==> src/rtl/seq_generator_pkg.sv <==
// Shared types and constants for the serial pattern generator.
// The PARITY state only becomes reachable when SEQ_GENERATOR_PARITY_EN is defined.
package seq_generator_pkg;

  localparam int DEF_WIDTH = 8;
  localparam int DEF_REP_W = 4;

  typedef enum logic [1:0] {
    IDLE   = 2'd0,
    SHIFT  = 2'd1,
    PARITY = 2'd2
  } state_t;

  // Width of a length field that can hold every value 0..width.
  function automatic int calc_len_w(input int width);
    return $clog2(width) + 1;
  endfunction

endpackage

==> src/rtl/seq_generator_piso.sv <==
// WIDTH-bit parallel-in / serial-out shift register, shifting left (MSB first).
// It keeps a copy of the loaded pattern so repeats can be restarted without
// reloading from the ports. It also keeps a running XOR of the bits shifted out,
// so once a whole frame has been shifted, o_parity holds the frame's even parity.
module seq_generator_piso
  import seq_generator_pkg::*;
#(
  parameter int WIDTH = DEF_WIDTH
) (
  input  logic             clk,
  input  logic             rst,
  input  logic             i_load,
  input  logic             i_reload,
  input  logic             i_shift_en,
  input  logic [WIDTH-1:0] i_data,
  output logic             o_msb,
  output logic             o_parity
);

  logic [WIDTH-1:0] r_shreg;
  logic [WIDTH-1:0] r_saved;
  logic             r_par;

  // Priority: a new load wins over a repeat reload, and a reload wins over a shift.
  always_ff @(posedge clk) begin
    if (rst) begin
      r_shreg <= '0;
      r_saved <= '0;
      r_par   <= 1'b0;
    end else if (i_load) begin
      r_shreg <= i_data;
      r_saved <= i_data;
      r_par   <= 1'b0;
    end else if (i_reload) begin
      r_shreg <= r_saved;
      r_par   <= 1'b0;
    end else if (i_shift_en) begin
      r_shreg <= {r_shreg[WIDTH-2:0], 1'b0};
      r_par   <= r_par ^ r_shreg[WIDTH-1];
    end
  end

  assign o_msb    = r_shreg[WIDTH-1];
  assign o_parity = r_par;

endmodule

==> src/rtl/seq_generator.sv <==
// Serial bit-pattern generator: accepts a right-aligned pattern, a length and
// a repeat count, then sends the pattern MSB first on dout. Repeats follow
// each other with no gap.
// Build option: SEQ_GENERATOR_PARITY_EN appends one even-parity bit to every frame.
// Handshake: a load is accepted on a rising edge where load_valid and load_ready
// are both high. load_ready is high only in IDLE. load_data, load_len and
// load_reps are sampled only at that edge.
module seq_generator
  import seq_generator_pkg::*;
#(
  parameter int WIDTH = DEF_WIDTH,
  parameter int REP_W = DEF_REP_W,
  parameter int LEN_W = calc_len_w(WIDTH)
) (
  input  logic             clk,
  input  logic             rst,
  input  logic             load_valid,
  output logic             load_ready,
  input  logic [WIDTH-1:0] load_data,
  input  logic [LEN_W-1:0] load_len,
  input  logic [REP_W-1:0] load_reps,
  input  logic             en,
  input  logic             abort,
  output logic             dout,
  output logic             dout_valid,
  output logic             done,
  output logic [1:0]       dbg_state
);

  localparam logic [LEN_W-1:0] WIDTH_L = LEN_W'(WIDTH);
  localparam logic [LEN_W-1:0] ONE_L   = LEN_W'(1);
  localparam logic [REP_W-1:0] ONE_R   = REP_W'(1);

  state_t           r_state, w_next;
  logic [LEN_W-1:0] r_bit_cnt, w_bit_cnt;
  logic [LEN_W-1:0] r_len_m1, w_len_m1;
  logic [REP_W-1:0] r_rep_cnt, w_rep_cnt;
  logic [LEN_W-1:0] w_len;
  logic [WIDTH-1:0] w_aligned;
  logic             w_load, w_reload, w_shift;
  logic             w_msb, w_par;

  // A length of zero, or one larger than the register, means a full-width pattern.
  assign w_len     = (load_len == '0 || load_len > WIDTH_L) ? WIDTH_L : load_len;
  assign w_aligned = load_data << (WIDTH_L - w_len);

  seq_generator_piso #(.WIDTH(WIDTH)) u_piso (
    .clk        (clk),
    .rst        (rst),
    .i_load     (w_load),
    .i_reload   (w_reload),
    .i_shift_en (w_shift),
    .i_data     (w_aligned),
    .o_msb      (w_msb),
    .o_parity   (w_par)
  );

  // State register and frame and repeat counters.
  always_ff @(posedge clk) begin
    if (rst) begin
      r_state   <= IDLE;
      r_bit_cnt <= '0;
      r_len_m1  <= '0;
      r_rep_cnt <= '0;
    end else begin
      r_state   <= w_next;
      r_bit_cnt <= w_bit_cnt;
      r_len_m1  <= w_len_m1;
      r_rep_cnt <= w_rep_cnt;
    end
  end

  // Next-state, counter updates, shift-register control and the done pulse.
  always_comb begin
    w_next    = r_state;
    w_bit_cnt = r_bit_cnt;
    w_len_m1  = r_len_m1;
    w_rep_cnt = r_rep_cnt;
    w_load    = 1'b0;
    w_reload  = 1'b0;
    w_shift   = 1'b0;
    done      = 1'b0;
    case (r_state)
      IDLE: begin
        if (load_valid) begin
          w_load    = 1'b1;
          w_bit_cnt = w_len - ONE_L;
          w_len_m1  = w_len - ONE_L;
          w_rep_cnt = load_reps;
          w_next    = SHIFT;
        end
      end
      SHIFT: begin
        if (abort) begin
          w_next = IDLE;
        end else if (en) begin
          if (r_bit_cnt != '0) begin
            w_shift   = 1'b1;
            w_bit_cnt = r_bit_cnt - ONE_L;
          end else begin
`ifdef SEQ_GENERATOR_PARITY_EN
            // Shifting the last data bit folds it into the running parity.
            w_shift = 1'b1;
            w_next  = PARITY;
`else
            if (r_rep_cnt != '0) begin
              w_reload  = 1'b1;
              w_bit_cnt = r_len_m1;
              w_rep_cnt = r_rep_cnt - ONE_R;
            end else begin
              w_shift = 1'b1;
              done    = 1'b1;
              w_next  = IDLE;
            end
`endif
          end
        end
      end
`ifdef SEQ_GENERATOR_PARITY_EN
      PARITY: begin
        if (abort) begin
          w_next = IDLE;
        end else if (en) begin
          if (r_rep_cnt != '0) begin
            w_reload  = 1'b1;
            w_bit_cnt = r_len_m1;
            w_rep_cnt = r_rep_cnt - ONE_R;
            w_next    = SHIFT;
          end else begin
            done   = 1'b1;
            w_next = IDLE;
          end
        end
      end
`endif
      default: w_next = IDLE;
    endcase
  end

  // Serial outputs are selected from registers only, so no input reaches dout combinationally.
  assign load_ready = (r_state == IDLE);
  assign dout_valid = (r_state != IDLE);
  assign dout       = (r_state == SHIFT)  ? w_msb :
                      (r_state == PARITY) ? w_par : 1'b0;
  assign dbg_state  = r_state;

endmodule

==> config.mk <==
export PLATFORM = sky130hd
export DESIGN_NAME = seq_generator
export DESIGN_NICKNAME = d
export VERILOG_FILES = /design/src/rtl/seq_generator_pkg.sv /design/src/rtl/seq_generator_piso.sv /design/src/rtl/seq_generator.sv
export SDC_FILE = /design/constraint.sdc
export NUM_CORES = 1
export LEC_CHECK = 0
export BUFFER_PORTS_ARGS = -buffer_cell sky130_fd_sc_hd__clkbuf_2
export CORE_ASPECT_RATIO = 1.2
export CORE_MARGIN = 2
export CORE_UTILIZATION = 42
export CTS_CLUSTER_DIAMETER = 80
export DETAILED_ROUTE_END_ITERATION = 12
export SETUP_SLACK_MARGIN = 0.15
export SYNTH_ARGS = -nofsm -noshare
export SYNTH_HDL_FRONTEND = slang
export SYNTH_SLANG_ARGS = --single-unit
==> constraint.sdc <==
create_clock -name clk -period 6.15 [get_ports clk]
set_clock_uncertainty 0.1 [all_clocks]
set_input_delay 0.3075 -clock clk [delete_from_list [all_inputs] [get_ports clk]]
set_output_delay 0.3075 -clock clk [all_outputs]
set_load 0.05 [all_outputs]
# --- Yosys cells after proc, flatten, opt, wreduce, memory -nomap -nowiden ---
# Cells that the tools add are included.
word_totals:
  regBits: 31
  in_bits: 21
  output_inout_bits: 6
  word_cells: 78
classes:
  addsub: 4
  n_lt_le_gt_ge: 1
  n_eq_ne: 11
  shifts: 1
  n_mux: 40
  bitwise: 1
  reduce_logical: 13
ops:
  columns: ["operator", "n"]
  rows:
  - ["$mux W4", 11]
  - ["$mux W8", 3]
  - ["$mux W1", 18]
  - ["$pmux W4 S2", 2]
  - ["$ne A3 B3 Y1 const B", 4]
  - ["$sub A4 B1 Y4 const B", 3]
  - ["$mux W2", 5]
  - ["$ne A2 B2 Y1 const B", 5]
  - ["$reduce_bool A4 Y1", 2]
  - ["$shl A8 B4 Y8", 1]
  - ["$reduce_and A6 Y1", 1]
  - ["$reduce_and A5 Y1", 1]
  - ["$gt A4 B4 Y1 const B", 1]
  - ["$logic_not A4 Y1", 1]
  - ["$pmux W2 S2", 1]
  - ["$reduce_and A4 Y1", 1]
  - ["$reduce_bool A2 Y1", 2]
  - ["$sub A4 B4 Y4 const A", 1]
  - ["$reduce_bool A3 Y1", 1]
  - ["$reduce_or A3 Y1", 1]
  - ["$eq A2 B1 Y1 const B", 1]
  - ["$eq A2 B2 Y1 const B", 1]
  - ["$logic_not A2 Y1", 1]
  - ["$reduce_and A2 Y1", 1]
  - ["other kinds (2)", 2]

# --- Depth between registers and ports, before layout ---
depth:
  ltp_word: 9
  mapped_depth: 10

# --- Modules after synthesis ---
# Synthesis repeated with hierarchy kept, for this count alone.
hier_totals:
  cells_unflattened: 220
  area_unflattened_um2: 1868.0
by_module_without_submodules:
  columns: ["mod", "n_inst", "cells_per_inst", "area_each_um2", "seq_area_each_um2"]
  rows:
  - ["seq_generator", 1, 129, 1069.8, 260.2]
  - ["seq_generator_piso", 1, 91, 798.3, 340.3]

# --- Worst setup path after synthesis ---
# OpenSTA, ideal clock, no wires.
synth_path:
  kind: "reg2out"
  start: "register r_state[0], in the netlist dbg_state[0]"
  end: "output port done"
  arrival_ns: 2.255
  required_ns: 5.742
  path_slack_ns: 3.488
  path_stages_with_launch: 5
  cell_sequence: "dfxtp_1 -> buf_2 -> nand3b_1 -> buf_2 -> nor3_1"
synth_via:
  elab_chain_len: 2
synth_lines:
  columns: ["item", "line", "rtl"]
  rows:
  - ["start: declaration", "seq_generator.sv:34", "state_t r_state, w_next;"]
  - ["start signal: assignment", "seq_generator.sv:66", "r_state <= w_next;"]
  - ["$eq A2 B1 Y1", "seq_generator.sv:83", "case (r_state)"]
  - ["$mux W1", "seq_generator.sv:83", null]
  - ["end: declaration", "seq_generator.sv:26", "output logic done,"]
# Every way passes these cells.

# --- Worst setup path after layout ---
layout_path:
  start: "input port load_len[3]"
  end: "register u_piso.r_shreg[6]"
layout_via:
  elab_chain_len: 6
layout_lines:
  columns: ["item", "line", "rtl"]
  rows:
  - ["start: declaration", "seq_generator.sv:20", "input logic [LEN_W-1:0] load_len,"]
  - ["$gt A4 B4 Y1 or $logic_not A4 Y1 (tied branches)", "seq_generator.sv:44", "assign w_len = (load_len == '0 || load_len > WIDTH_L) ? WIDTH_L : load_len;"]
  - ["$logic_or A1 B1 Y1", "seq_generator.sv:44", null]
  - ["$mux W4 (*)", "seq_generator.sv:44", null]
  - ["$sub A4 B4 Y4 (*)", "seq_generator.sv:45", "assign w_aligned = load_data << (WIDTH_L - w_len);"]
  - ["$shl A8 B4 Y8 (*)", "seq_generator.sv:45", null]
  - ["$mux W8 (*)", "seq_generator_piso.sv:30", "end else if (i_load) begin"]
  - ["end signal: assignment", "seq_generator_piso.sv:31", "r_shreg <= i_data;"]
  - ["end signal: assignment", "seq_generator_piso.sv:35", "r_shreg <= r_saved;"]
  - ["end signal: assignment", "seq_generator_piso.sv:38", "r_shreg <= {r_shreg[WIDTH-2:0], 1'b0};"]
  - ["end: declaration", "seq_generator_piso.sv:20", "logic [WIDTH-1:0] r_shreg;"]
# Mark *: on every way between the ends. The rest lies on a longest branch, timed or not.
# A chain may end at the register's enable or synchronous reset.

==> out/qor.yml <==
status: "finished, final reports clean"
cts_sinks: 29
powerDensity_nw_per_um2: 266
hpwl_um: 3070
ios: 27
cp-end-kind: "flop"
placed_cells: 278
die_h_um: 76.0
grt_use_met2: 0.309
fmax_mhz: 337
cts_made_buffers: 5
cpLargestDelayFamily: "multiplexers"
vias_per_cell: 5.59
holdPathStages: 3
cts_tree: "yes"
drv_cap: 0
pre_cts_ws_ns: 2.82
diodes: 0
ctsHtreeMaxLevel: 2
vias: 1600
gr-max-usage-layer: "met2"
ys_ff_latch: 29
drt_iter0_drc: 87
postCtsResizedCells: 0
synthesis.area_um2: 1810
slowest_delay_ns: 0.59
rows: 26
nNetsFinal: 253
initial_core_util: 0.432
clkLatencyLatePin_ns: 0.29
critPathRequiredTime_ns: 6.23
grt_usage: 0.194
grt_max_degree: 31
ir_drop_uv: 107
drt-total-wl_um: 4300
regToRegSetupSlack_ns: 4.03
rsz0062_at_grt: "false"
syn_to_final_growth_pct: 11.9
hold_class: "in2reg"
die_w_um: 64.0
grt_pass1_wl_um: 7400
drcViolationCount: 0
gr-usage-met1: 0.257
yosys_warnings: 0
post-cts-setup-buffer-count: 0
grt_antenna_before_repair: 0
path_cells: "clkbuf_2, nor2b_1, clkinv_1, ha_1, mux2_2, mux2_2, mux2i_1, a21oi_1, o21a_1"
clk_pin_slew_worst_paths_ns: 0.06
grt_overflow: 0
met3_usage: 0.0428
finalNonFillerCells: 286
worstMarginPinSlew_ns: 0.868
worst_slack_ns: 3.18
async_flop_share: 0
period_share: 0.483
wl_per_cell_um: 15.0
cts_hold_buffers: 0
synth_area_per_cell_um2: 8.56
ys_seq_area_frac: 0.320
slew_violations: 0
crit_top_cell: "mux2_2"
crit_path_top_delay_cell: "ha_1"
finalSetupViolCount: 0
reg2reg_depth: 4
period_needed_ns: 2.97
gp_congestion: 0.818
worst-path-stages: 9
crit_fanout: 9
crit_path_start_kind: "input pin"
drive_gt1_frac: 0.239
cts.root.buffer_cell: "clkbuf_8"
arrival_ns: 3.05
path_buf_inv: 2
crit_type: "in2reg"
dieArea_um2: 4860
slew_headroom: 0.421
yosys_most_used_dff: "dfxtp_1"
finalPower_uw: 539
hold-worst-slack_ns: 0.194
hold_violations: 0
synth_edf_count: 0
core_um2: 4200
syn_inst: 212
drt.antenna.violating_nets: 0
ys_types: 53
cts_buffer_depth: 2
dr.pass1.iters: 4
first_global_vias: 1488
syn_nets: 236
port-buffer-count: 25
power.static_leakage_nw: 0.803
setup_tns_ns: 0
## worst min-delay path, delay by kind of cell
| kind | cells | cell delay (ns) |
|---|---|---|
| buffers and inverters | 1 | 0.08 |
| AO/OA/AOI/OAI | 1 | 0.08 |
| AND/OR/NAND/NOR | 1 | 0.08 |
## cell usage in the layout, fill, tap and decap left out, types with 2 or more instances in the layout
cell	count
o31ai_1	3
nor3_1	10
a22oi_1	3
inv_1	5
a21o_1	2
clkbuf_8	7
o21ai_2	2
nand2_1	16
ha_1	3
nor3b_1	2
nor2b_1	3
nand3_1	6
nor2_1	25
o211ai_1	3
a222oi_1	2
mux2_4	2
o21a_1	2
clkinv_1	2
a31oi_1	3
a311oi_1	2
mux2i_1	9
mux2_2	3
mux4_2	3
nand2b_1	4
dfxtp_1	29
o21ai_0	9
a21oi_1	16
a211oi_1	6
clkbuf_2	25
## worst paths after layout
kind / start / end
max reg2reg: dbg_state[0] / u_piso.r_shreg[1]
min reg2reg: u_piso.r_saved[2] / u_piso.r_saved[2]
max: load_len[3] / u_piso.r_shreg[6]
min: load_reps[2] / r_rep_cnt[2]
## per-layer routing
metal / up-vias / part of all wire / routed length, um
li1: 802 / - / -
met1: 752 / 0.45 / 1950
met2: 40 / 0.49 / 2100
met3: 6 / 0.044 / 190
met4: 0 / 0.015 / 63
met5: - / 0 / 0
## where the power goes
part	leakage [nW]	total, mW	internal, mW	switching, mW
logic	0.510	0.145	0.0578	0.0873
clock network	0.0542	0.178	0.101	0.0768
registers	0.239	0.216	0.203	0.0128
## synth_stat cells, drive strengths merged, types with 4 or more instances
| cell type | count | area [um2] |
|---|---|---|
| nand2 | 16 | 60.1 |
| o21ai | 11 | 62.6 |
| nor3 | 10 | 50.1 |
| mux2 | 5 | 63.8 |
| nor2b | 4 | 27.5 |
| dfxtp | 29 | 581 |
| nand2b | 4 | 25.0 |
| a211oi | 7 | 57.6 |
| mux2i | 9 | 90.1 |
| buf | 13 | 77.6 |
| nand3 | 6 | 30.0 |
| nor2 | 28 | 131 |
| inv | 5 | 18.8 |
| a21oi | 17 | 88.8 |
| o211ai | 4 | 35.0 |
## state kept, by name (all words and copies together) (netlist names)
name and cells:
u_piso.r_saved 8, u_piso.r_shreg 8, r_bit_cnt 4, r_len_m1 4
r_rep_cnt 4, dbg_state 1
## cell type report
type / instances / area [um2]
multi-input combinational: 160 / 1120
sequential: 29 / 581
inverter: 7 / 26.3
tap: 56 / 70.1
clock buffer: 7 / 96.3
timing repair buffer: 26 / 133
fill: 425 / 2170
clock inverter: 1 / 5.00
## per-stage QoR
stage | utilization | cell area (um2)
floorplan | - | 1810
global placement | 0.459 | 1930
detailed placement | 0.459 | 1930
CTS | 0.484 | 2030
global route | 0.484 | 2030
finish | 0.484 | 2030
## kinds of logic after synthesis
group,share of synthesized area
AOI/OAI and AO/OA,0.220
adders and majority gates,0.0207
DFF,0.320
muxes,0.122
other,0.00207
xor gates and xnor gates,0.0152
and+or+nand+nor,0.237
buffers and inverters,0.0634
No activity file was read; power rests on OpenSTA's default activity.
